<file path="config.mk">
export PLATFORM = sky130hd
export DESIGN_NAME = program_sequencer
export DESIGN_NICKNAME = d
export VERILOG_FILES = /design/src/rtl/cpu3_pkg.sv /design/src/rtl/out_fifo.sv /design/src/rtl/program_sequencer.sv
export SDC_FILE = /design/constraint.sdc
export NUM_CORES = 1
export LEC_CHECK = 0
export CAP_MARGIN = 40
export CORE_ASPECT_RATIO = 1.1
export CORE_MARGIN = 5
export CORE_UTILIZATION = 59
export DETAILED_ROUTE_END_ITERATION = 12
export HOLD_SLACK_MARGIN = 0.08
export PLACE_DENSITY = 0.89
export SLEW_MARGIN = 0
export SYNTH_ARGS = -nofsm -noshare
export SYNTH_HDL_FRONTEND = slang
export SYNTH_SLANG_ARGS = --single-unit
</file>
<file path="constraint.sdc">
create_clock -name clk -period 2.85 [get_ports clk]
set_input_delay 0.57 -clock clk [delete_from_list [all_inputs] [get_ports clk]]
set_output_delay 0.57 -clock clk [all_outputs]
set_load 0.05 [all_outputs]
</file>
<file path="src/rtl/cpu3_pkg.sv">
// cpu3_pkg: opcodes, select encodings, FSM states and decode shared by
// the 3-bit execute datapath and program_sequencer.
package cpu3_pkg;

  typedef enum logic [2:0] {
    OP_ADV = 3'd0,
    OP_BXL = 3'd1,
    OP_BST = 3'd2,
    OP_JNZ = 3'd3,
    OP_BXC = 3'd4,
    OP_OUT = 3'd5,
    OP_BDV = 3'd6,
    OP_CDV = 3'd7
  } opcode_e;

  localparam logic [1:0] COMBO_OP_SEL = 2'd0;
  localparam logic [1:0] LIT_OP_SEL   = 2'd1;
  localparam logic [1:0] REG_B_SEL    = 2'd2;
  localparam logic [1:0] REG_C_SEL    = 2'd3;

  localparam logic [1:0] SHIFT_SEL = 2'd0;
  localparam logic [1:0] XOR_SEL   = 2'd1;
  localparam logic [1:0] MOD_SEL   = 2'd2;

  localparam logic [4:0] WR_A   = 5'b00001;
  localparam logic [4:0] WR_B   = 5'b00010;
  localparam logic [4:0] WR_C   = 5'b00100;
  localparam logic [4:0] WR_OUT = 5'b01000;

  typedef enum logic [2:0] {
    ST_LOAD,
    ST_READY,
    ST_RUN,
    ST_DRAIN,
    ST_DONE
  } state_e;

  typedef struct packed {
    logic [1:0] op1_sel;
    logic [1:0] op2_sel;
    logic [1:0] operation_sel;
    logic [4:0] reg_wr_en;
  } ctrl_t;

  function automatic ctrl_t decode(input opcode_e op);
    ctrl_t c;
    c = '0;
    unique case (1'b1)
      op == OP_ADV: begin
        c.operation_sel = SHIFT_SEL;
        c.reg_wr_en = WR_A;
      end
      op == OP_BXL: begin
        c.op1_sel = REG_B_SEL;
        c.op2_sel = LIT_OP_SEL;
        c.operation_sel = XOR_SEL;
        c.reg_wr_en = WR_B;
      end
      op == OP_BST: begin
        c.op1_sel = COMBO_OP_SEL;
        c.operation_sel = MOD_SEL;
        c.reg_wr_en = WR_B;
      end
      op == OP_JNZ: ;
      op == OP_BXC: begin
        c.op1_sel = REG_B_SEL;
        c.op2_sel = REG_C_SEL;
        c.operation_sel = XOR_SEL;
        c.reg_wr_en = WR_B;
      end
      op == OP_OUT: begin
        c.op1_sel = COMBO_OP_SEL;
        c.operation_sel = MOD_SEL;
        c.reg_wr_en = WR_OUT;
      end
      op == OP_BDV: begin
        c.operation_sel = SHIFT_SEL;
        c.reg_wr_en = WR_B;
      end
      op == OP_CDV: begin
        c.operation_sel = SHIFT_SEL;
        c.reg_wr_en = WR_C;
      end
      default: ;
    endcase
    return c;
  endfunction

endpackage

</file>
<file path="src/rtl/out_fifo.sv">
// out_fifo: synchronous FIFO with occupancy count.
// Ports: push/din in, pop in, dout (head), count, empty out.
module out_fifo #(
  parameter int W     = 3,
  parameter int DEPTH = 8
) (
  input  logic                   clk,
  input  logic                   rst_n,
  input  logic                   push,
  input  logic [W-1:0]           din,
  input  logic                   pop,
  output logic [W-1:0]           dout,
  output logic [$clog2(DEPTH):0] count,
  output logic                   empty
);

  localparam int AW = $clog2(DEPTH);

  logic [W-1:0]  mem [DEPTH];
  logic [AW-1:0] wr_ptr;
  logic [AW-1:0] rd_ptr;
  logic          full;
  logic          do_push;
  logic          do_pop;

  assign empty   = count == '0;
  assign full    = count == (AW+1)'(DEPTH);
  assign do_push = push && !full;
  assign do_pop  = pop && !empty;
  assign dout    = mem[rd_ptr];

  always_ff @(posedge clk or negedge rst_n) begin
    if (!rst_n) begin
      for (int i = 0; i < DEPTH; i++) mem[i] <= '0;
      wr_ptr <= '0;
      rd_ptr <= '0;
      count  <= '0;
    end else begin
      if (do_push) begin
        mem[wr_ptr] <= din;
        wr_ptr <= wr_ptr + 1'b1;
      end
      if (do_pop) rd_ptr <= rd_ptr + 1'b1;
      unique case ({do_push, do_pop})
        2'b10:   count <= count + 1'b1;
        2'b01:   count <= count - 1'b1;
        default: ;
      endcase
    end
  end

endmodule

</file>
<file path="src/rtl/program_sequencer.sv">
// program_sequencer: loads 3-bit program words, decodes at instr_ptr,
// gates the datapath and buffers its out values through a FIFO.
module program_sequencer
  import cpu3_pkg::*;
#(
  parameter int PROG_LEN  = 16,
  parameter int OUT_DEPTH = 8
) (
  input  logic       clk,
  input  logic       rst_n,
  input  logic       load_valid,
  input  logic [2:0] load_data,
  input  logic       load_last,
  output logic       load_ready,
  input  logic       start,
  input  logic [3:0] instr_ptr,
  input  logic       halt,
  input  logic [2:0] exec_out,
  output logic       exec_en,
  output logic [2:0] operand_id_reg,
  output logic [1:0] op1_sel,
  output logic [1:0] op2_sel,
  output logic [1:0] operation_sel,
  output logic [4:0] reg_wr_en,
  output logic [2:0] out_data,
  output logic       out_valid,
  input  logic       out_ready,
  output logic       busy,
  output logic       done
);

  localparam int AW = $clog2(PROG_LEN);
  localparam int CW = $clog2(OUT_DEPTH) + 1;

  state_e        state;
  state_e        state_nx;
  logic [2:0]    mem [PROG_LEN];
  logic [AW-1:0] wr_ptr;
  logic [3:0]    opnd_addr;
  opcode_e       opcode;
  ctrl_t         ctrl;
  logic          run;
  logic          load_fire;
  logic          stall;
  logic          issue_out;
  logic          out_pending;
  logic          fifo_empty;
  logic [CW-1:0] fifo_count;
  logic [CW:0]   fill;

  assign opnd_addr = instr_ptr + 4'd1;
  assign opcode    = opcode_e'(mem[instr_ptr]);
  assign load_fire = load_valid && load_ready;
  assign out_valid = !fifo_empty;

  // A pending push already owns a slot; a same-cycle pop is not credited.
  assign fill  = (CW+1)'(fifo_count) + (CW+1)'(out_pending);
  assign stall = (opcode == OP_OUT) && (fill >= (CW+1)'(OUT_DEPTH));

  assign issue_out = exec_en && (opcode == OP_OUT);

  always_ff @(posedge clk or negedge rst_n) begin
    if (!rst_n) state <= ST_LOAD;
    else        state <= state_nx;
  end

  always_comb begin
    state_nx = state;
    unique case (state)
      ST_LOAD:
        if (load_fire &&
            (load_last || wr_ptr == AW'(PROG_LEN - 1)))
          state_nx = ST_READY;
      ST_READY:
        if (start) state_nx = ST_RUN;
      ST_RUN:
        if (halt) state_nx = ST_DRAIN;
      ST_DRAIN:
        if (fifo_empty && !out_pending) state_nx = ST_DONE;
      ST_DONE: ;
      default: state_nx = ST_LOAD;
    endcase
  end

  always_comb begin
    load_ready = 1'b0;
    run        = 1'b0;
    busy       = 1'b0;
    done       = 1'b0;
    unique case (state)
      ST_LOAD:  load_ready = 1'b1;
      ST_RUN: begin
        run  = 1'b1;
        busy = 1'b1;
      end
      ST_DRAIN: busy = 1'b1;
      ST_DONE:  done = 1'b1;
      default: ;
    endcase
  end

  always_comb begin
    ctrl           = '0;
    operand_id_reg = '0;
    exec_en        = 1'b0;
    if (run) begin
      ctrl           = decode(opcode);
      operand_id_reg = mem[opnd_addr];
      exec_en        = !halt && !stall;
    end
  end

  assign op1_sel       = ctrl.op1_sel;
  assign op2_sel       = ctrl.op2_sel;
  assign operation_sel = ctrl.operation_sel;
  assign reg_wr_en     = ctrl.reg_wr_en & {5{exec_en}};

  always_ff @(posedge clk or negedge rst_n) begin
    if (!rst_n) begin
      for (int i = 0; i < PROG_LEN; i++) mem[i] <= '0;
      wr_ptr <= '0;
    end else if (load_fire) begin
      mem[wr_ptr] <= load_data;
      wr_ptr <= wr_ptr + 1'b1;
    end
  end

  // The datapath's output register updates on the issue edge, so
  // exec_out is captured one cycle later.
  always_ff @(posedge clk or negedge rst_n) begin
    if (!rst_n) out_pending <= 1'b0;
    else        out_pending <= issue_out;
  end

  out_fifo #(
    .W     (3),
    .DEPTH (OUT_DEPTH)
  ) u_out_fifo (
    .clk   (clk),
    .rst_n (rst_n),
    .push  (out_pending),
    .din   (exec_out),
    .pop   (out_valid && out_ready),
    .dout  (out_data),
    .count (fifo_count),
    .empty (fifo_empty)
  );

endmodule

</file>
### After elaboration in Yosys (flattened, before gate mapping)

Index checks and enable logic that the tools add are counted.

| cells by class | value |
|---|---|
| bitwise gates (word level) | 7 |
| mux-type cells | 31 |
| magnitude comparators | 8 |
| add/sub/neg operators | 7 |
| equal/unequal tests | 18 |
| reductions and logical operators | 24 |

Operators by type and width:

| cell | number |
|---|---|
| $bwmux 48 | 1 |
| $pmux 7 s6 | 1 |
| $mux 3 | 13 |
| $bmux 3 s4 | 2 |
| $bwmux 24 | 1 |
| $eq 3x3->1 const B | 5 |
| $ge 5x5->1 const B | 3 |
| $not 4->5 | 3 |
| $pmux 3 s5 | 1 |
| $add 4x1->4 const B | 3 |
| $demux 3 s4 | 1 |
| $logic_and 1x1->1 | 11 |
| $mux 11 | 1 |
| $bmux 3 s3 | 1 |
| $demux 3 s3 | 1 |
| $eq 3x2->1 const B | 3 |
| $eq 4x4->1 const B | 2 |
| $ge 4x4->1 const B | 2 |
| $ne 2x2->1 const B | 4 |
| $not 3->4 | 2 |
| $pmux 4 s2 | 1 |
| $add 3x1->3 const B | 2 |
| $eq 3x1->1 const B | 2 |
| $logic_not 3->1 | 2 |
| other kinds (18) | 27 |

| word-level totals | value |
|---|---|
| word-level logic and storage cells | 125 |
| output and inout port bits | 22 |
| flip-flop bits (word level) | 90 |
| input bits | 17 |

### Depth between registers and ports, before layout

| logic depth | value |
|---|---|
| depth after elaboration | 10 |
| depth in mapped cells | 11 |

### Hierarchy

From an unflattened synthesis, not the netlist that was laid out.

| unflattened totals | value |
|---|---|
| cell total of the unflattened synthesis | 383 |
| area total of the unflattened synthesis | 5104.9 um^2 |

By module, submodules not included:

| module | times used | area each (um^2) | cells an instance | seq. area each (um^2) |
|---|---|---|---|---|
| program_sequencer | 1 | 3347.0 | 256 | 1401.3 |
| out_fifo | 1 | 1757.9 | 127 | 850.8 |

### Least setup slack after synthesis

OpenSTA, ideal clock, no wires.

| timing | value |
|---|---|
| path type | input-to-output |
| start point | in instr_ptr[0] |
| end point | out op2_sel[0] |
| path buffers | 3 |
| setup slack | -1.097 ns |
| arrival | 3.377 ns |
| data required time | 2.280 ns |
| cell stages on the path | 8 |
| path through | buf_2 -> buf_2 -> mux4_2 -> a22oi_4 -> nand3_4 -> xor2_1 -> nor3b_1 -> buf_4 |

| between the ends | value |
|---|---|
| word-level cells in the longest chain between the ends | 7 |

RTL lines:

| what | line | source |
|---|---|---|
| start: declaration | program_sequencer.sv:16 | `input logic [3:0] instr_ptr,` |
| $not 4->5 (implied by the code) (*) | program_sequencer.sv:52 | `assign opcode = opcode_e'(mem[instr_ptr]);` |
| $bmux 3 s4 (*) | program_sequencer.sv:52 |  |
| $mux 3 (implied by the code) (*) (2 in series) | program_sequencer.sv:52 |  |
| $eq 3x3->1 or $eq 3x1->1 (tied branches) | cpu3_pkg.sv:65, cpu3_pkg.sv:53 |  |
| $pmux 2 s2 (*) | cpu3_pkg.sv:48 | `unique case (1'b1)` |
| $mux 11 (*) | program_sequencer.sv:106 | `if (run) begin` |
| end: declaration | program_sequencer.sv:22 | `output logic [1:0] op2_sel,` |

Mark *: on every way between the ends. The rest lies on a longest branch, timed or not. The select of a mux whose other input is x is not followed.

### Worst setup path in the final report

| timing | value |
|---|---|
| start point | reg mem[44] (netlist bit) |
| end point | out operation_sel[1] |

| between the ends | value |
|---|---|
| word-level cells in the longest chain between the ends | 7 |

RTL lines:

| what | line | source |
|---|---|---|
| start: declaration | program_sequencer.sv:37 | `logic [2:0] mem [PROG_LEN];` |
| start signal: indexed assignment | program_sequencer.sv:123 | `mem[wr_ptr] <= load_data;` |
| $bmux 3 s4 (*) | program_sequencer.sv:52 |  |
| $mux 3 (implied by the code) (*) (2 in series) | program_sequencer.sv:52 |  |
| $eq 3x1->1 or $eq 3x3->1 (tied branches) | cpu3_pkg.sv:53, cpu3_pkg.sv:65 |  |
| $reduce_or 2->1 (no line) | - |  |
| $pmux 7 s6 (*) | cpu3_pkg.sv:48 |  |
| $mux 11 (*) | program_sequencer.sv:106 |  |
| end: declaration | program_sequencer.sv:23 | `output logic [1:0] operation_sel,` |

Marks and branches as above.

==> results.cfg <==
[cts]
cts_root_buf = clkbuf_8
cts-htree-levels = 3
cts_sinks = 90
cts_buffer_depth = 2
clkTransAtPathRegs_ns = 0.10
clock_latency_ns = 0.37
numCtsBuffers = 9
cts_tree = done

[setup_path]
slowest_stage = mux4_2
cp_slowest_stage_delay_ns = 0.51
endpoint_kind = primary output
path_class = flip-flop to primary output
r2r_cells = 10
cp_max_fo = 3
critPathRequiredTime_ns = 2.28
cp_data_arrival_time_ns = 2.44
worstPathCellList = mux4_2 > a22oi_2 > and3_4 > or4b_4 > o21ai_4 > buf_12
start_kind = flip-flop

[sta]
worst_pin_slew_ns = 0.661
slew_viol_final = 0
fin_crit_sh_pct = 106
rsz0062_at_grt = true
setup_slack_ns = -0.161
fmax_ghz = 0.332
finalSetupViolCount = 9
layout_min_cycle_time_ns = 3.01
final_hold_viol_count = 0
maxSlewHeadroom_pct = 55.8
fin_worst_skew_ns = 0.0120

[place]
place_hpwl_mm = 7.83
dp_cells = 528
gp_congestion = 0.875
io_buffers = 36
dpl_worst_slack_ns = -0.670

[logic_synthesis]
synth_enable_flop_cells = 0
syn_area_per_cell_um2 = 13.4
synth.top_cell.area_share_pct = 45.5
async_flop_share_pct = 100
yosysTopAreaCell = dfrtp_1
synthFlopType = dfrtp_1
syn_area_um2 = 4950
synth_cells = 371
yosys_warnings = 0
synth.top_cells.by_area = dfrtp_1 (45%), mux2_2 (18%), mux4_2 (10%), mux4_1 (4.2%), ha_1 (3.0%)
ys_seq_area_share_pct = 45.5
ys_types = 43
synth_seq_cells = 90

[cells_and_area]
nNetsFinal = 469
drive_gt1_share_pct = 49.3
synthToLayoutAreaGrowth_pct = 25.5
filler_cell_count = 488
mostFrequentLayoutCell = dfrtp_1
layout.cells.non_filler = 555
layout_common_cells = dfrtp_1 (90), mux2_2 (78), buf_4 (32), mux4_2 (26), nand2_1 (26)
antenna_cells = 0

[pwr]
power_density_nw_per_um2 = 631
vdd_ir_drop_max_uv = 361
p_leak_nw = 2.83

[floorplan]
dieArea_um2 = 10300
rows = 35
die-height_um = 106
core_um2 = 8280
initial_core_util_pct = 59.9
die_w_um = 97.4
num_io_pins = 39

[routing]
first_iter_violations = 166
ant_nets = 0
drt-pass1-iter-count = 4
via_per_inst = 6.30
finalWirelength_mm = 12.3
routedWlPerCell_um = 22.2
dr_total_vias = 3497
drc = 0

[global_routing]
grt-ovfl-total = 0
grt_max_degree = 91
grt_pass1_wl_mm = 19.5
antenna_found_initial = 0
grt_pass1_vias = 3643
grt_usage_pct = 24.4

[run_status]
violations = negative setup slack
status = finished with violations

[hold_path]
hold_class = input pin to asynchronous set/reset pin

[flow_run]
cap_violations = 0
cell families after synthesis:
kind of cell,synth area share (%)
multiplexers,33.0
flip-flops,45.5
AND/OR/NAND/NOR,8.86
other,0.0757
adder cells (fa/ha/maj),3.43
XOR/XNOR,2.47
buffers and inverters,2.75
AO/OA/AOI/OAI,3.96
path summary, 6_finish.rpt:
| path | startpoint | end | slack [ns] |
|---|---|---|---|
| min in group clk | u_out_fifo.count[3] | u_out_fifo.count[3] | 0.49 |
| worst min-delay path | rst_n | state[0] | 0.24 |
| worst max register to register | u_out_fifo.count[0] | u_out_fifo.count[3] | 0.14 |
| worst min register to register | u_out_fifo.count[3] | u_out_fifo.count[3] | 0.49 |
| max in group asynchronous | rst_n | mem[39] | 2.25 |
| worst max-delay path | mem[44] | operation_sel[1] | -0.16 |
where the power goes:
part / total (W) / switching, W / internal (W) / leakage [nW]
combinational: 0.00143 / 0.000764 / 0.000664 / 1.54
sequential: 0.00164 / 0.000221 / 0.00142 / 1.19
clock: 0.000853 / 0.000511 / 0.000342 / 0.0986
critical path, delay by kind of cell, from the launching register on:
kind | cells | cell delay [ns]
multiplexers | 1 | 0.51
AND/OR/NAND/NOR | 2 | 0.71
flip-flops | 1 | 0.44
AO/OA/AOI/OAI | 2 | 0.27
buffers and inverters | 1 | 0.15
cells in the mapped netlist (all sizes together), types with 2 or more instances:
cell,n
mux4,30
nand2,30
nor3,7
nor2,13
and3,2
xor2,7
clkbuf,10
nor2b,6
dfrtp,90
a21oi,3
a211oi,7
a21o,2
xnor2,7
nand2b,5
a31oi,2
mux2i,5
nor3b,6
buf,10
nand3,10
a22oi,3
nand4b,2
mux2,78
ha,12
inv,9
o21ai,5
cell type report:
| cell class | count | area (µm²) | area share (%) |
|---|---|---|---|
| multi-input combinational | 253 | 2800 | 45.0 |
| sequential | 90 | 2250 | 36.2 |
| timing repair buffer | 76 | 805 | 12.9 |
| tap | 111 | 139 | 2.23 |
| clock buffer | 9 | 124 | 1.99 |
| clock inverter | 7 | 66.3 | 1.07 |
| inverter | 9 | 33.8 | 0.543 |
metrics by stage:
stage          power [W]  TNS (ns)  hold slack [ns]  utilization (%)  instance area [µm²]
2_1_floorplan    0.00252    -0.540            0.274                -                 5080
3_3_place_gp     0.00291     -7.07            0.475             69.6                 5760
3_5_place_dp     0.00297     -7.75            0.476             69.6                 5760
4_1_cts          0.00389    -0.996            0.258             74.4                 6160
5_1_grt          0.00410     -1.42            0.267             75.1                 6220
6_report         0.00392    -0.633            0.241             75.1                 6220
sequential cells by signal, summed over array words and instances (netlist names):
name and count:
u_out_fifo.rd_ptr 3, u_out_fifo.wr_ptr 3, u_out_fifo.mem 24, u_out_fifo.count 4, state 3, wr_ptr 4, out_pending 1, mem 48
layer usage:
layer,global-route usage (%),wire length (µm),vias up
li1,-,-,1508
met1,28.8,4650,1824
met2,42.9,6580,137
met3,5.25,735,28
met4,10.8,379,0
met5,0,0,-
timing repair:
action,in CTS,in global routing
endpoints found under the setup margin,13,13
setup buffers,7,5
hold buffers,0,0
pin swaps,15,10
gates resized for setup,49,20
No activity file was read; power rests on OpenSTA's default activity.
